<file path="src/rtl/bit_serial_adder_ctrl.sv">
// rtl/bit_serial_adder_ctrl.sv - WIDTH-bit adder built from one full-adder cell, one bit per clock, LSB first.
// Optional ADDSUB_EN adds a Sub input that turns the operation into A-B.
module bit_serial_adder_ctrl #(
  parameter int WIDTH = 8
) (
  input  logic             clk,
  input  logic             rst,
  input  logic             in_valid,
  output logic             in_ready,
  input  logic [WIDTH-1:0] A,
  input  logic [WIDTH-1:0] B,
  input  logic             Cin,
`ifdef ADDSUB_EN
  input  logic             Sub,
`endif
  output logic             out_valid,
  input  logic             out_ready,
  output logic [WIDTH-1:0] Sum,
  output logic             Cout,
  output logic             busy
);

  localparam int CW = $clog2(WIDTH);
  localparam logic [CW-1:0] LAST_BIT = CW'(WIDTH - 1);

  typedef enum logic [1:0] {
    IDLE = 2'd0,
    RUN  = 2'd1,
    DONE = 2'd2
  } state_t;

  state_t           state;
  state_t           state_nxt;
  logic [WIDTH-1:0] a_sr;
  logic [WIDTH-1:0] b_sr;
  logic [WIDTH-1:0] sum_q;
  logic             carry;
  logic             cout_q;
  logic [CW-1:0]    cnt;

  logic             fa_s;
  logic             fa_co;
  logic [WIDTH-1:0] load_b;
  logic             load_c;
  logic             last_bit;

  // Subtract is add of the inverted operand with a forced carry-in of one.
`ifdef ADDSUB_EN
  assign load_b = Sub ? ~B : B;
  assign load_c = Sub ? 1'b1 : Cin;
`else
  assign load_b = B;
  assign load_c = Cin;
`endif

  assign fa_s     = a_sr[0] ^ b_sr[0] ^ carry;
  assign fa_co    = (a_sr[0] & b_sr[0]) | ((a_sr[0] ^ b_sr[0]) & carry);
  assign last_bit = (cnt == LAST_BIT);

  always_comb begin
    state_nxt = state;
    in_ready  = 1'b0;
    out_valid = 1'b0;
    busy      = 1'b1;
    case (state)
      IDLE: begin
        in_ready = 1'b1;
        busy     = 1'b0;
        if (in_valid) begin
          state_nxt = RUN;
        end
      end
      RUN: begin
        if (last_bit) begin
          state_nxt = DONE;
        end
      end
      DONE: begin
        out_valid = 1'b1;
        if (out_ready) begin
          state_nxt = IDLE;
        end
      end
      default: begin
        state_nxt = IDLE;
      end
    endcase
  end

  always_ff @(posedge clk or posedge rst) begin
    if (rst) begin
      state <= IDLE;
    end else begin
      state <= state_nxt;
    end
  end

  always_ff @(posedge clk or posedge rst) begin
    if (rst) begin
      a_sr   <= '0;
      b_sr   <= '0;
      sum_q  <= '0;
      carry  <= 1'b0;
      cout_q <= 1'b0;
      cnt    <= '0;
    end else begin
      case (state)
        IDLE: begin
          if (in_valid) begin
            a_sr  <= A;
            b_sr  <= load_b;
            carry <= load_c;
            cnt   <= '0;
          end
        end
        RUN: begin
          sum_q <= {fa_s, sum_q[WIDTH-1:1]};
          a_sr  <= {1'b0, a_sr[WIDTH-1:1]};
          b_sr  <= {1'b0, b_sr[WIDTH-1:1]};
          carry <= fa_co;
          // Counter parks on the last index instead of wrapping.
          if (last_bit) begin
            cout_q <= fa_co;
          end else begin
            cnt <= cnt + 1'b1;
          end
        end
        default: begin
        end
      endcase
    end
  end

  assign Sum  = sum_q;
  assign Cout = cout_q;

endmodule
</file>
<file path="config.mk">
export PLATFORM = sky130hd
export DESIGN_NAME = bit_serial_adder_ctrl
export DESIGN_NICKNAME = d
export VERILOG_FILES = /design/src/rtl/bit_serial_adder_ctrl.sv
export SDC_FILE = /design/constraint.sdc
export NUM_CORES = 1
export LEC_CHECK = 0
export ABC_AREA = 1
export CORE_MARGIN = 2
export CORE_UTILIZATION = 30
export CTS_CLUSTER_DIAMETER = 100
export CTS_CLUSTER_SIZE = 20
export DETAILED_ROUTE_END_ITERATION = 16
export PLACE_DENSITY = 0.62
export SYNTH_ARGS = -nofsm -noshare
export SYNTH_HDL_FRONTEND = slang
export SYNTH_SLANG_ARGS = --single-unit
export TNS_END_PERCENT = 100
</file>
<file path="constraint.sdc">
create_clock -name clk -period 1.48 [get_ports clk]
set_input_delay 0.444 -clock clk [delete_from_list [all_inputs] [get_ports clk]]
set_output_delay 0.444 -clock clk [all_outputs]
set_load 0.05 [all_outputs]
</file>
==> results.py, run 1 <==
metrics = {
    "timing": {
        "max_slew.worst_pin.slew_ns": 0.3055,
        "setup_repair_after_global_routing_missed_its_margin": "yes",
        "report.final.hold_viol_count": 0,
        "max_clock_freq_mhz": 637.2,
        "layout_min_cycle_time_ns": 1.569,
        "worst_slack_ns": -0.08948,
        "final-max-slew-violation-count": 0,
        "timing.final.crit_share_pct": 106.0,
        "setup_tns_ns": -0.2084,
        "worst_clock_skew_ns": 0.001984,
        "final-setup-viol-count": 3,
        "relSlewSlack_pct": 79.56,
    },
    "power_and_ir_drop": {
        "power.static_leakage_nw": 1.147,
        "share_comb_of_total_power_pct": 53.8,
        "internal_power_w": 0.002800,
        "power_per_cell_area_nw_per_um2": 2213,
        "power_frac_seq_pct": 31.2,
        "power_frac_clock_pct": 15.0,
        "p_switching_w": 0.002067,
        "irDropWorstVdd_v": 0.0007158,
        "power.share.switching_pct": 42.47,
    },
    "die": {
        "total_number_of_placement_rows": 25,
        "die_area_sq_um": 5582,
        "chipHeight_um": 74.72,
        "start_util_pct": 31.35,
        "io_pins": 33,
        "floorplan.core_area_sq_um": 4786,
        "floorplan.die.width_um": 74.72,
    },
    "logic_synthesis": {
        "post_synth_instance_area_sq_um": 1500,
        "ys.warnings.count": 0,
        "synth_sequential_area_ratio_pct": 51.71,
        "syn-num-nets": 217,
        "syn_avg_cell_area_sq_um": 7.773,
        "synth-seq-cells": 31,
        "syn-instance-count": 193,
        "yosys.cell_types.count": 14,
    },
    "clock_network": {
        "ctsHoldBuffers": 0,
        "latest_clock_arrival_within_the_worst_skew_pair_ns": 0.28,
        "clock-sinks": 31,
        "cts_h_tree_depth": 2,
        "cts_buffer_depth": 2,
        "tritoncts": "built",
        "path_clk_slew_ns": 0.06,
        "root_buffer": "sky130_fd_sc_hd__clkbuf_8",
        "cts_inserted_buffers": 5,
    },
    "hold_path": {
        "worstHoldPathType": "reg -> reg",
    },
    "detailed_routing": {
        "detail_route.iter0.violations": 46,
        "dr.pass1.iters": 4,
        "route.detailed.vias_per_inst": 4.414,
        "antenna_violating_nets_post_route": 0,
        "detail_route.wl_per_cell_um": 10.62,
        "drc_errors": 0,
        "route.vias.total": 1342,
        "drt-total-wl_mm": 3.228,
    },
    "setup_path": {
        "slowest_delay_ns": 0.43,
        "cp_data_arrival_time_ns": 1.13,
        "timing.critical_path.slowest_stage_cell": "sky130_fd_sc_hd__dfrtp_2",
        "timing.critical_path.buf_inv": 2,
        "critical_path.startpoint_type": "flop",
        "crit_required_ns": 1.04,
        "worstSetupPathType": "reg -> out",
        "crit_path_end_kind": "output port",
        "worst-r2r-setup-slack_ns": 0.15,
        "cpLargestDelayFamily": "flip-flops",
        "critical_path.cell_chain": "nor2_4 -> inv_2 -> buf_12",
        "worst-path-max-fanout": 4,
    },
    "job": {
        "maxCapViolCount": 0,
    },
    "grt": {
        "grt_use_total_pct": 13.15,
        "grt_max_degree": 32,
        "antenna_violations_before_repair": 0,
        "groute.layer.met2.usage_pct": 20.35,
        "grt_pass1_wl_mm": 5.464,
        "globalRouteOverflowTotal": 0,
        "first_global_vias": 1223,
        "grt.met1_usage_pct": 16.75,
        "grt_use_met3_pct": 4.819,
        "top_usage_layer": "met2",
    },
    "placed_design": {
        "gp_routability_congestion": 0.7672,
        "io_buffers": 32,
        "dp_hpwl_mm": 2.219,
    },
    "finish": {
        "final_core_util_pct": 45.96,
        "final_layout_size_suffix_gt1_share_pct": 17.30,
        "layout.filler_cells": 465,
        "layout.cells.most_common": "sky130_fd_sc_hd__nand2_1",
        "diodes": 0,
        "syn2layout_area_growth_pct": 46.62,
        "final_cell_mix": "113 x sky130_fd_sc_hd__nand2_1, 29 x sky130_fd_sc_hd__dfrtp_1, 21 x sky130_fd_sc_hd__nand3_1",
        "final_nets": 260,
    },
    "status": {
        "failed_checks": "setup timing",
        "status": "complete, but fails checks",
    },
}
==> power groups by stage <==
stage               combinational, W  clock, W  sequential (W)
finish                       0.00262  0.000730         0.00152
global route                 0.00291  0.000781         0.00157
CTS                          0.00261  0.000750         0.00152
detailed placement           0.00258         0         0.00153
global placement             0.00253         0         0.00153
floorplan                    0.00135         0         0.00177
==> routing by layer <==
layer | part of all wire (%) | routed length (um)
met4 | 1.6 | 53
met3 | 5.3 | 172
met5 | 0 | 0
met1 | 47 | 1527
met2 | 46 | 1474
==> worst reg2reg max path: stages, from the launching register on <==
cell                      delay (ns)
sky130_fd_sc_hd__dfrtp_2        0.43
sky130_fd_sc_hd__buf_4          0.15
sky130_fd_sc_hd__buf_4          0.16
sky130_fd_sc_hd__nand2_1        0.08
sky130_fd_sc_hd__buf_6          0.20
sky130_fd_sc_hd__nand2_1        0.08
sky130_fd_sc_hd__nand2_1        0.06
sky130_fd_sc_hd__nand2_1        0.05
sky130_fd_sc_hd__nand2_1        0.06
==> layout make-up <==
type	count	area, sq um	area share [%]
inverters	7	28.78	1.308
flip-flops and latches	31	778.2	35.38
multi-input cells	145	643.1	29.24
repair buffers	46	565.5	25.71
well taps	67	83.83	3.811
clock buffers	8	100.1	4.551
==> state kept, by name, summed over array words and instances, names as in the netlist <==
register / flops
b_sr: 8
a_sr: 8
cnt: 3
Sum: 8
carry: 1
state: 2
Cout: 1
==> cell usage after synthesis, drive strengths merged <==
cell	number	area (sq um)
buf	10	70.06
o31ai	1	7.510
nand3	21	105.1
nand2	113	424.2
nor2	3	11.26
fa	1	20.02
ha	2	25.02
nand4	3	18.77
dfrtp	31	775.7
o21ai	1	16.27
inv	7	26.27
==> per-stage QoR <==
stage	hold WS (ns)	total power, W	instances	instance area (sq um)	setup slack (ns)
6_report	0.4784	0.004867	304	2200	-0.08948
5_1_grt	0.4979	0.005262	304	2200	-0.1491
4_1_cts	0.4812	0.004879	303	2183	-0.1284
3_5_place_dp	0.4657	0.004107	294	2072	-0.05243
3_3_place_gp	0.4600	0.004060	294	2072	-0.03253
2_1_floorplan	0.4425	0.003122	193	1515	-0.08026
==> path summary, 6_finish.rpt <==
| check | depth (start not counted) | startpoint | endpoint |
|---|---|---|---|
| min | 2 | b_sr[7] | b_sr[7] |
| max in group asynchronous | 3 | rst | state[0] |
| min in group asynchronous | 3 | rst | Sum[0] |
| max reg2reg | 8 | state[0] | b_sr[6] |
| min reg2reg | 2 | b_sr[7] | b_sr[7] |
| max | 3 | state[0] | busy |
==> kinds of logic (layout without fill, tap and decap cells) <==
logic type,after synthesis,in the layout,share of synthesized area (%)
compound gates,2,2,1.585
fa+ha+maj,3,3,3.002
buf+inv,17,61,6.421
flops,31,31,51.71
simple gates,140,140,37.28
==> what timing repair did <==
action,4_1_cts,5_1_grt
setup endpoints to repair,3,11
buffers inserted,1,1
pin swaps,2,1
gates resized for setup,3,4
Note: power is estimated with default switching activity, not from simulation.
==> inputs of run 2 (changes only) <==
--- a/config.mk
+++ b/config.mk
@@ -7,11 +7,11 @@
 export LEC_CHECK = 0
 export ABC_AREA = 1
 export CORE_MARGIN = 2
-export CORE_UTILIZATION = 30
+export CORE_UTILIZATION = 49
 export CTS_CLUSTER_DIAMETER = 100
 export CTS_CLUSTER_SIZE = 20
 export DETAILED_ROUTE_END_ITERATION = 16
-export PLACE_DENSITY = 0.62
+export PLACE_DENSITY = 0.88
 export SYNTH_ARGS = -nofsm -noshare
 export SYNTH_HDL_FRONTEND = slang
 export SYNTH_SLANG_ARGS = --single-unit
==> results.py, run 2 (synthesized netlist as in run 1, its figures left out) <==
metrics = {
    "timing": {
        "relSlewSlack_pct": 83.22,
        "max_slew.worst_pin.slew_ns": 0.2514,
        "setup_repair_after_global_routing_missed_its_margin": "yes",
        "worst_clock_skew_ns": 0.006983,
        "final-setup-viol-count": 3,
        "timing.final.crit_share_pct": 109.0,
        "max_clock_freq_mhz": 620.1,
        "fin_hold_ws_ns": 0.4566,
        "final-max-slew-violation-count": 0,
        "report.final.hold_viol_count": 0,
        "layout_min_cycle_time_ns": 1.613,
        "worst_slack_ns": -0.1327,
    },
    "grt": {
        "grt_pass1_wl_mm": 5.913,
        "antenna_violations_before_repair": 0,
        "first_global_vias": 1386,
        "globalRouteOverflowTotal": 0,
        "grt_max_degree": 32,
        "grt_use_total_pct": 22.90,
    },
    "die": {
        "chipHeight_um": 59.33,
        "die_area_sq_um": 3520,
        "start_util_pct": 50.38,
        "io_pins": 33,
        "total_number_of_placement_rows": 20,
        "floorplan.die.width_um": 59.33,
        "floorplan.core_area_sq_um": 2978,
    },
    "setup_path": {
        "worstSetupPathType": "reg -> out",
        "worst-path-max-fanout": 3,
        "critical_path.startpoint_type": "flop",
        "worst_r2r_path_depth": 8,
        "crit_path_end_kind": "output port",
        "crit_required_ns": 1.04,
        "cp_data_arrival_time_ns": 1.17,
    },
    "detailed_routing": {
        "antenna_violating_nets_post_route": 0,
        "detail_route.iter0.violations": 29,
        "detail_route.wl_per_cell_um": 12.60,
        "dr.pass1.iters": 4,
        "drt-total-wl_mm": 3.376,
        "route.vias.total": 1386,
        "drc_errors": 0,
        "route.detailed.vias_per_inst": 5.172,
    },
    "finish": {
        "final_nets": 259,
        "syn2layout_area_growth_pct": 42.45,
        "diodes": 0,
        "layout.cells.most_common": "sky130_fd_sc_hd__nand2_1",
        "final_layout_size_suffix_gt1_share_pct": 17.02,
        "final_cell_mix": "113 x sky130_fd_sc_hd__nand2_1, 29 x sky130_fd_sc_hd__dfrtp_1, 21 x sky130_fd_sc_hd__nand3_1",
    },
    "placed_design": {
        "io_buffers": 32,
        "dp_hpwl_mm": 2.228,
        "gp_routability_congestion": 0.8002,
    },
    "job": {
        "maxCapViolCount": 0,
    },
    "hold_path": {
        "worstHoldPathType": "in -> async",
    },
    "power_and_ir_drop": {
        "irDropWorstVdd_v": 0.001326,
        "power_per_cell_area_nw_per_um2": 2253,
        "total_power_w": 0.004815,
        "power.static_leakage_nw": 1.147,
    },
    "clock_network": {
        "root_buffer": "sky130_fd_sc_hd__clkbuf_4",
        "cts_h_tree_depth": 2,
        "latest_clock_arrival_within_the_worst_skew_pair_ns": 0.33,
        "cts_inserted_buffers": 5,
        "clock-sinks": 31,
        "cts_buffer_depth": 2,
        "tritoncts": "built",
        "path_clk_slew_ns": 0.09,
    },
    "status": {
        "status": "complete, but fails checks",
        "failed_checks": "setup timing",
    },
}
-- run 2: cell type report --
class	count	area, sq um
well taps	33	41.29
flip-flops and latches	31	778.2
repair buffers	45	591.8
clock buffers	6	51.30
inverters	7	26.28
clock inverters	1	5.005
fillers	219	840.8
multi-input cells	145	643.1
-- run 2: metal layers --
| layer | vias up | routed length, um | track usage (%) |
|---|---|---|---|
| met5 | - | 0 | 0 |
| met4 | 0 | 57 | 9.091 |
| met3 | 9 | 161 | 6.769 |
| met2 | 44 | 1696 | 40.50 |
| met1 | 647 | 1460 | 25.62 |
| li1 | 686 | - | - |
-- run 2: repair_timing --
| item | in CTS | in global routing |
|---|---|---|
| pin swaps | 2 | 0 |
| setup endpoints to repair | 3 | 10 |
| gates cloned | 1 | 0 |
| hold buffers | 0 | 0 |
| resized for setup | 3 | 2 |
| endpoints found under the hold margin | 0 | 0 |
| buffers inserted | 2 | 0 |
-- run 2: worst paths after layout --
check / slack, ns / end / startpoint
hold / removal: 0.46 / a_sr[4] / rst
max in group asynchronous: 0.85 / state[0] / rst
hold reg to reg: 0.48 / b_sr[7] / b_sr[7]
setup reg to reg: 0.05 / b_sr[0] / state[0]
min in group clk: 0.48 / b_sr[7] / b_sr[7]
setup / recovery: -0.13 / out_valid / state[0]
-- run 2: through the flow --
stage,setup TNS [ns],setup WS (ns),util (%),instances,cell area (sq um)
CTS,-0.3418,-0.1396,71.60,268,2132
floorplan,-0.08026,-0.08026,-,193,1515
global route,-0.5200,-0.1719,71.76,268,2137
global placement,-0.001859,-0.001197,68.07,258,2027
detailed placement,-0.5293,-0.05000,68.07,258,2027
finish,-0.3145,-0.1327,71.76,268,2137
-- run 2: where the power goes --
group          switching [W]  leakage (nW)  total [W]  internal [W]
sequential          0.000301         0.391    0.00152       0.00122
clock               0.000279        0.0341   0.000499      0.000220
combinational        0.00154         0.721    0.00280       0.00126
total                0.00212          1.15    0.00481       0.00270
-- run 2: critical path, cell delays in order (launching register included) --
cell and delay [ns]:
sky130_fd_sc_hd__dfrtp_2 0.46, sky130_fd_sc_hd__buf_12 0.14, sky130_fd_sc_hd__nor2_4 0.09, sky130_fd_sc_hd__buf_12 0.14
==> inputs of run 3 (changes only) <==
--- a/config.mk
+++ b/config.mk
@@ -5,8 +5,7 @@
 export SDC_FILE = /design/constraint.sdc
 export NUM_CORES = 1
 export LEC_CHECK = 0
-export ABC_AREA = 1
-export CORE_MARGIN = 2
+export CORE_MARGIN = 1
 export CORE_UTILIZATION = 49
 export CTS_CLUSTER_DIAMETER = 100
 export CTS_CLUSTER_SIZE = 20
==> results.py, run 3 <==
metrics = {
    "detailed_routing": {
        "antenna_violating_nets_post_route": 0,
        "drc_errors": 0,
        "detail_route.iter0.violations": 33,
        "route.vias.total": 1259,
        "dr.pass1.iters": 4,
        "route.detailed.vias_per_inst": 5.802,
        "detail_route.wl_per_cell_um": 14.97,
        "drt-total-wl_mm": 3.248,
    },
    "finish": {
        "layout.filler_cells": 185,
        "final_cell_mix": "29 x sky130_fd_sc_hd__dfrtp_1, 26 x sky130_fd_sc_hd__nand2_1, 20 x sky130_fd_sc_hd__clkdlybuf4s50_1",
        "syn2layout_area_growth_pct": 43.90,
        "final_nets": 209,
        "instances_no_fill": 217,
        "final_core_util_pct": 74.36,
        "final_layout_size_suffix_gt1_share_pct": 23.12,
        "layout.cells.most_common": "sky130_fd_sc_hd__dfrtp_1",
        "diodes": 0,
    },
    "clock_network": {
        "cts_inserted_buffers": 5,
        "clock-sinks": 31,
        "cts_h_tree_depth": 2,
        "path_clk_slew_ns": 0.09,
        "cts_buffer_depth": 2,
        "root_buffer": "sky130_fd_sc_hd__clkbuf_4",
        "ctsHoldBuffers": 0,
        "latest_clock_arrival_within_the_worst_skew_pair_ns": 0.34,
        "tritoncts": "built",
    },
    "die": {
        "floorplan.core_area_sq_um": 2758,
        "start_util_pct": 51.68,
        "chipHeight_um": 55.93,
        "total_number_of_placement_rows": 19,
        "io_pins": 33,
        "floorplan.die.width_um": 55.93,
        "die_area_sq_um": 3128,
    },
    "setup_path": {
        "reg2reg_from": "cnt[0]",
        "cp_data_arrival_time_ns": 1.19,
        "critical_path.startpoint_type": "flop",
        "crit_required_ns": 1.04,
        "slowest_delay_ns": 0.46,
        "worstSetupPathType": "reg -> out",
        "critical_path.cell_chain": "nor2_4 -> inv_2 -> buf_12",
        "timing.critical_path.slowest_stage_cell": "sky130_fd_sc_hd__dfrtp_2",
        "crit_path_end_kind": "output port",
        "worst-path-max-fanout": 4,
        "crit_path_start": "state[1]",
    },
    "timing": {
        "final-max-slew-violation-count": 0,
        "worst_slack_ns": -0.1567,
        "report.final.hold_viol_count": 0,
        "layout_min_cycle_time_ns": 1.637,
        "timing.final.crit_share_pct": 110.6,
        "worst_clock_skew_ns": 0.003304,
        "final-setup-viol-count": 3,
        "fin_hold_ws_ns": 0.4377,
        "setup_repair_after_global_routing_missed_its_margin": "yes",
        "max_clock_freq_mhz": 611.0,
        "relSlewSlack_pct": 80.96,
        "max_slew.worst_pin.slew_ns": 0.2848,
    },
    "placed_design": {
        "dp_slack_ns": -0.2904,
        "dp_hpwl_mm": 2.366,
        "gp_routability_congestion": 0.8414,
        "post-place-cells": 206,
        "io_buffers": 32,
    },
    "grt": {
        "grt_use_total_pct": 23.80,
        "antenna_violations_before_repair": 0,
        "first_global_vias": 1229,
        "grt_max_degree": 32,
        "globalRouteOverflowTotal": 0,
        "grt_pass1_wl_mm": 5.637,
    },
    "logic_synthesis": {
        "synth_top_family_by_area": "compound AO/OA/AOI/OAI gates",
        "post-synth-top-area-fraction_pct": 54.43,
        "post-synth-top-area-cell": "sky130_fd_sc_hd__dfrtp_1",
        "synth_edf_count": 0,
        "synth_common_cells": "31 x sky130_fd_sc_hd__dfrtp_1, 26 x sky130_fd_sc_hd__nand2_1, 19 x sky130_fd_sc_hd__o22ai_1, 13 x sky130_fd_sc_hd__a21oi_1, 7 x sky130_fd_sc_hd__buf_2",
        "synth-simple-area-share_pct": 14.22,
        "synth_area_in_compound_gates_pct": 21.77,
        "yosys.cell_count.top_type": "sky130_fd_sc_hd__dfrtp_1",
        "syn-instance-count": 142,
        "netlist_top_cells_area": "sky130_fd_sc_hd__dfrtp_1 54%, sky130_fd_sc_hd__o22ai_1 8.3%, sky130_fd_sc_hd__nand2_1 6.8%, sky130_fd_sc_hd__a21oi_1 4.6%, sky130_fd_sc_hd__buf_2 2.5%",
        "synth_xor_xnor_area_share_pct": 0,
        "synth-async-reset-ratio_pct": 100.0,
        "dominantRegCellSynth": "sky130_fd_sc_hd__dfrtp_1",
        "syn-num-nets": 166,
        "post_synth_instance_area_sq_um": 1425,
        "syn_avg_cell_area_sq_um": 10.04,
        "yosys.cell_types.count": 30,
        "synthAdderAreaFrac_pct": 3.161,
        "synth_sequential_area_ratio_pct": 54.43,
        "ys.warnings.count": 0,
        "synth.mux.area_fraction_pct": 0.7902,
        "synth-seq-cells": 31,
    },
    "hold_path": {
        "worstHoldPathType": "in -> async",
    },
    "power_and_ir_drop": {
        "power.static_leakage_nw": 0.9064,
        "irDropWorstVdd_v": 0.001753,
        "power_per_cell_area_nw_per_um2": 2237,
    },
    "status": {
        "status": "complete, but fails checks",
        "failed_checks": "setup timing",
    },
    "job": {
        "maxCapViolCount": 0,
    },
}
-- run 3: cell types whose count changed after synthesis, sizes merged, moves of 3 or more --
cell / delta
nand2: -87
nand3: -20
o22ai: +19
a21oi: +13
nand2b: +4
nand4: -3
o2bb2ai: +3
-- run 3: final timing paths --
kind	end	slack (ns)	cells past startpoint
max reg2reg	Cout	0.13	4
min	b_sr[4]	0.44	3
max in group asynchronous	state[0]	0.86	3
min in group clk	a_sr[7]	0.53	1
min reg2reg	a_sr[7]	0.53	1
max	busy	-0.16	3
-- run 3: critical path: cells and delay by family, from the launching register on --
| kind | cells | cell delay (ns) |
|---|---|---|
| and+or+nand+nor | 1 | 0.18 |
| buffers and inverters | 2 | 0.20 |
| DFF | 1 | 0.46 |
-- run 3: timing repair --
action | in CTS | in global routing
gates resized for setup | 3 | 3
setup buffers | 2 | 1
setup endpoints to repair | 4 | 9
pin swaps | 1 | 0
-- run 3: report_power, final --
group          leakage [nW]  internal (W)  switching [W]  total (W)
Combinational         0.501       0.00117        0.00126    0.00243
Sequential            0.367       0.00123       0.000367    0.00160
Clock                0.0386      0.000279       0.000278   0.000557
Total                 0.906       0.00268        0.00190    0.00459
-- run 3: cells by family (layout without fill, tap and decap cells) --
family	count (synthesis)	in the layout
DFF	31	31
and+or+nand+nor	44	44
buffers and inverters	16	60
muxes	1	1
adders and majority gates	3	3
AOI/OAI and AO/OA	47	47
-- run 3: final cells by class --
| cell class | count | area, sq um | area share, % |
|---|---|---|---|
| clock buffers | 8 | 68.82 | 3.356 |
| inverters | 6 | 22.52 | 1.098 |
| flip-flops and latches | 31 | 778.2 | 37.95 |
| well taps | 31 | 38.79 | 1.891 |
| repair buffers | 46 | 558.0 | 27.21 |
| multi-input cells | 95 | 584.3 | 28.49 |
-- run 3: per-layer routing --
metal / vias to the layer above / part of all wire [%] / wire, um / track usage [%]
met2: 51 / 49 / 1583 / 39.59
met5: - / 0 / 0 / 0
met4: 0 / 0.89 / 29 / 7.666
li1: 599 / - / - / -
met1: 604 / 43 / 1407 / 29.23
met3: 5 / 7.0 / 227 / 8.372
-- run 3: per-stage QoR --
stage / total power (W) / instance area (sq um) / setup TNS, ns
after global placement: 0.003866 / 1949 / -3.489
after global routing: 0.004911 / 2051 / -0.4960
after CTS: 0.004577 / 2036 / -0.3861
final: 0.004588 / 2051 / -0.3627
after detailed placement: 0.003989 / 1949 / -3.973
after floorplan: 0.002957 / 1433 / -0.3162
==> patch: new RTL, flow settings as in run 1 <==
The parameter `WIDTH` goes from 8 to 16.
--- a/src/rtl/bit_serial_adder_ctrl.sv
+++ b/src/rtl/bit_serial_adder_ctrl.sv
@@ -1,7 +1,7 @@
 // rtl/bit_serial_adder_ctrl.sv - WIDTH-bit adder built from one full-adder cell, one bit per clock, LSB first.
 // Optional ADDSUB_EN adds a Sub input that turns the operation into A-B.
 module bit_serial_adder_ctrl #(
-  parameter int WIDTH = 8
+  parameter int WIDTH = 16
 ) (
   input  logic             clk,
   input  logic             rst,
Interface: changed (resized A, B and Sum); port bits go from 33 to 57. No check against the original RTL was run, so the function may have changed too.
==> patch against run 1 <==
The run still ends with negative setup slack left; power rose by 56%; combinational power is 58% higher; worst setup slack worse by 0.015 ns; area after synthesis increased by 76%; final area rose by 67%; sequential cell count increased by 25; first-iteration DRC count is 120% higher; routed wire length is 83% higher; final cell count increased by 71%; largest cell class unchanged.
==> patch: results <==
group,metric,value,unit
detailed_routing,first_iter_violations,99,
critical_path,path_max_fanout,3,
worst_hold_path,hp-start,"b_sr[8]$_DFFE_PP0P_",
placement,hpwl,4020,um
critical_path,cpPeakStageDelay,0.46,ns
sta,holdWs,0.474,ns
sta,maxSlewHeadroom,0.796,
detailed_routing,wl_met3,298,um
logic_synthesis,synth-compound-area-share,0.0124,
pwr,switching_share,0.442,
critical_path,rr_startpoint,"state[1]$_DFFE_PP0P_",
cts,cts.clk_slew.worst_paths,0.10,ns
layout,num-nets-final,452,
logic_synthesis,syn_inst,350,
global_route,grt_max_degree,57,
logic_synthesis,synth.yosys.seq_area_share,0.532,
logic_synthesis,synth_top_area_share,0.532,
logic_synthesis,ys_top_cells_by_area,"dfrtp_1 (53%), nand2_1 (34%), buf_6 (2.1%)",
pwr,ir_drop,1.22,mV
pwr,p_comb_frac,0.543,
pwr,power.leakage,1.93,nW
sta,finalSetupViolations,3,
global_route,met1_usage,0.180,
global_route,track_usage,0.127,
worst_hold_path,min_to,"b_sr[8]$_DFFE_PP0P_",
logic_synthesis,syn_nets,389,
global_route,grt_pass1_wl,10000,um
detailed_routing,dr_wl_met2,2570,um
critical_path,r2r_slack,0.09,ns
layout,final_cells,521,
global_route,grt_pass1_vias,2143,
global_route,grt_use_met2,0.192,
detailed_routing,wire_per_inst,11.3,um
layout,layout-drive-gt1-share,0.136,
logic_synthesis,synthTopCellsByCount,"nand2_1 (240), dfrtp_1 (56), nand3_1 (10), buf_2 (9), inv_1 (7)",
pwr,powerDensity,2080,mW/mm^2
critical_path,crit_start,"state[1]$_DFFE_PP0P_",
logic_synthesis,synthAdderAreaFrac,0.0124,
critical_path,reg2regPathDepth,6,
placement,place_ws,-0.257,ns
placement,gp_congestion,0.748,
detailed_routing,met1_length,2970,um
detailed_routing,vias_per_cell,4.31,
cts,cts_setup_buffers,3,
placement,post-place-cells,511,
layout,nFillCells,868,
critical_path,reg2reg_to,"b_sr[15]$_DFFE_PP0P_",
status,outcome,"finished, violations left",
pwr,clkPwrFrac,0.105,
placement,place_area,0.00353,mm^2
sta,setup_slack,-0.105,ns
status,failed_checks,"negative setup slack",
## patch: cell types whose count changed in the layout (fill, tap and decap cells not counted), moves of 2 or more
cell             delta
nand2_1           +127
dfrtp_1            +26
clkdlybuf4s50_1    +16
nand3_1            -11
buf_12              +8
nand2_2             +4
o21ai_0             +4
clkbuf_8            -2
nand4_1             -2
## patch: kinds of logic (layout without fill, tap and decap cells)
logic type,Yosys count,count (layout)
AOI/OAI and AO/OA,6,6
adders and majority gates,2,2
buffers and inverters,26,89
and+or+nand+nor,260,260
DFF,56,56
## patch: cell type report
| type | count | area (um^2) | area share |
|---|---|---|---|
| clock buffer | 6 | 72.6 | 0.0198 |
| clock inverter | 1 | 5.00 | 0.00136 |
| inverter | 10 | 48.8 | 0.0133 |
| multi-input combinational | 268 | 1090 | 0.298 |
| sequential | 56 | 1400 | 0.382 |
| tap | 108 | 135 | 0.0368 |
| timing repair buffer | 72 | 912 | 0.249 |
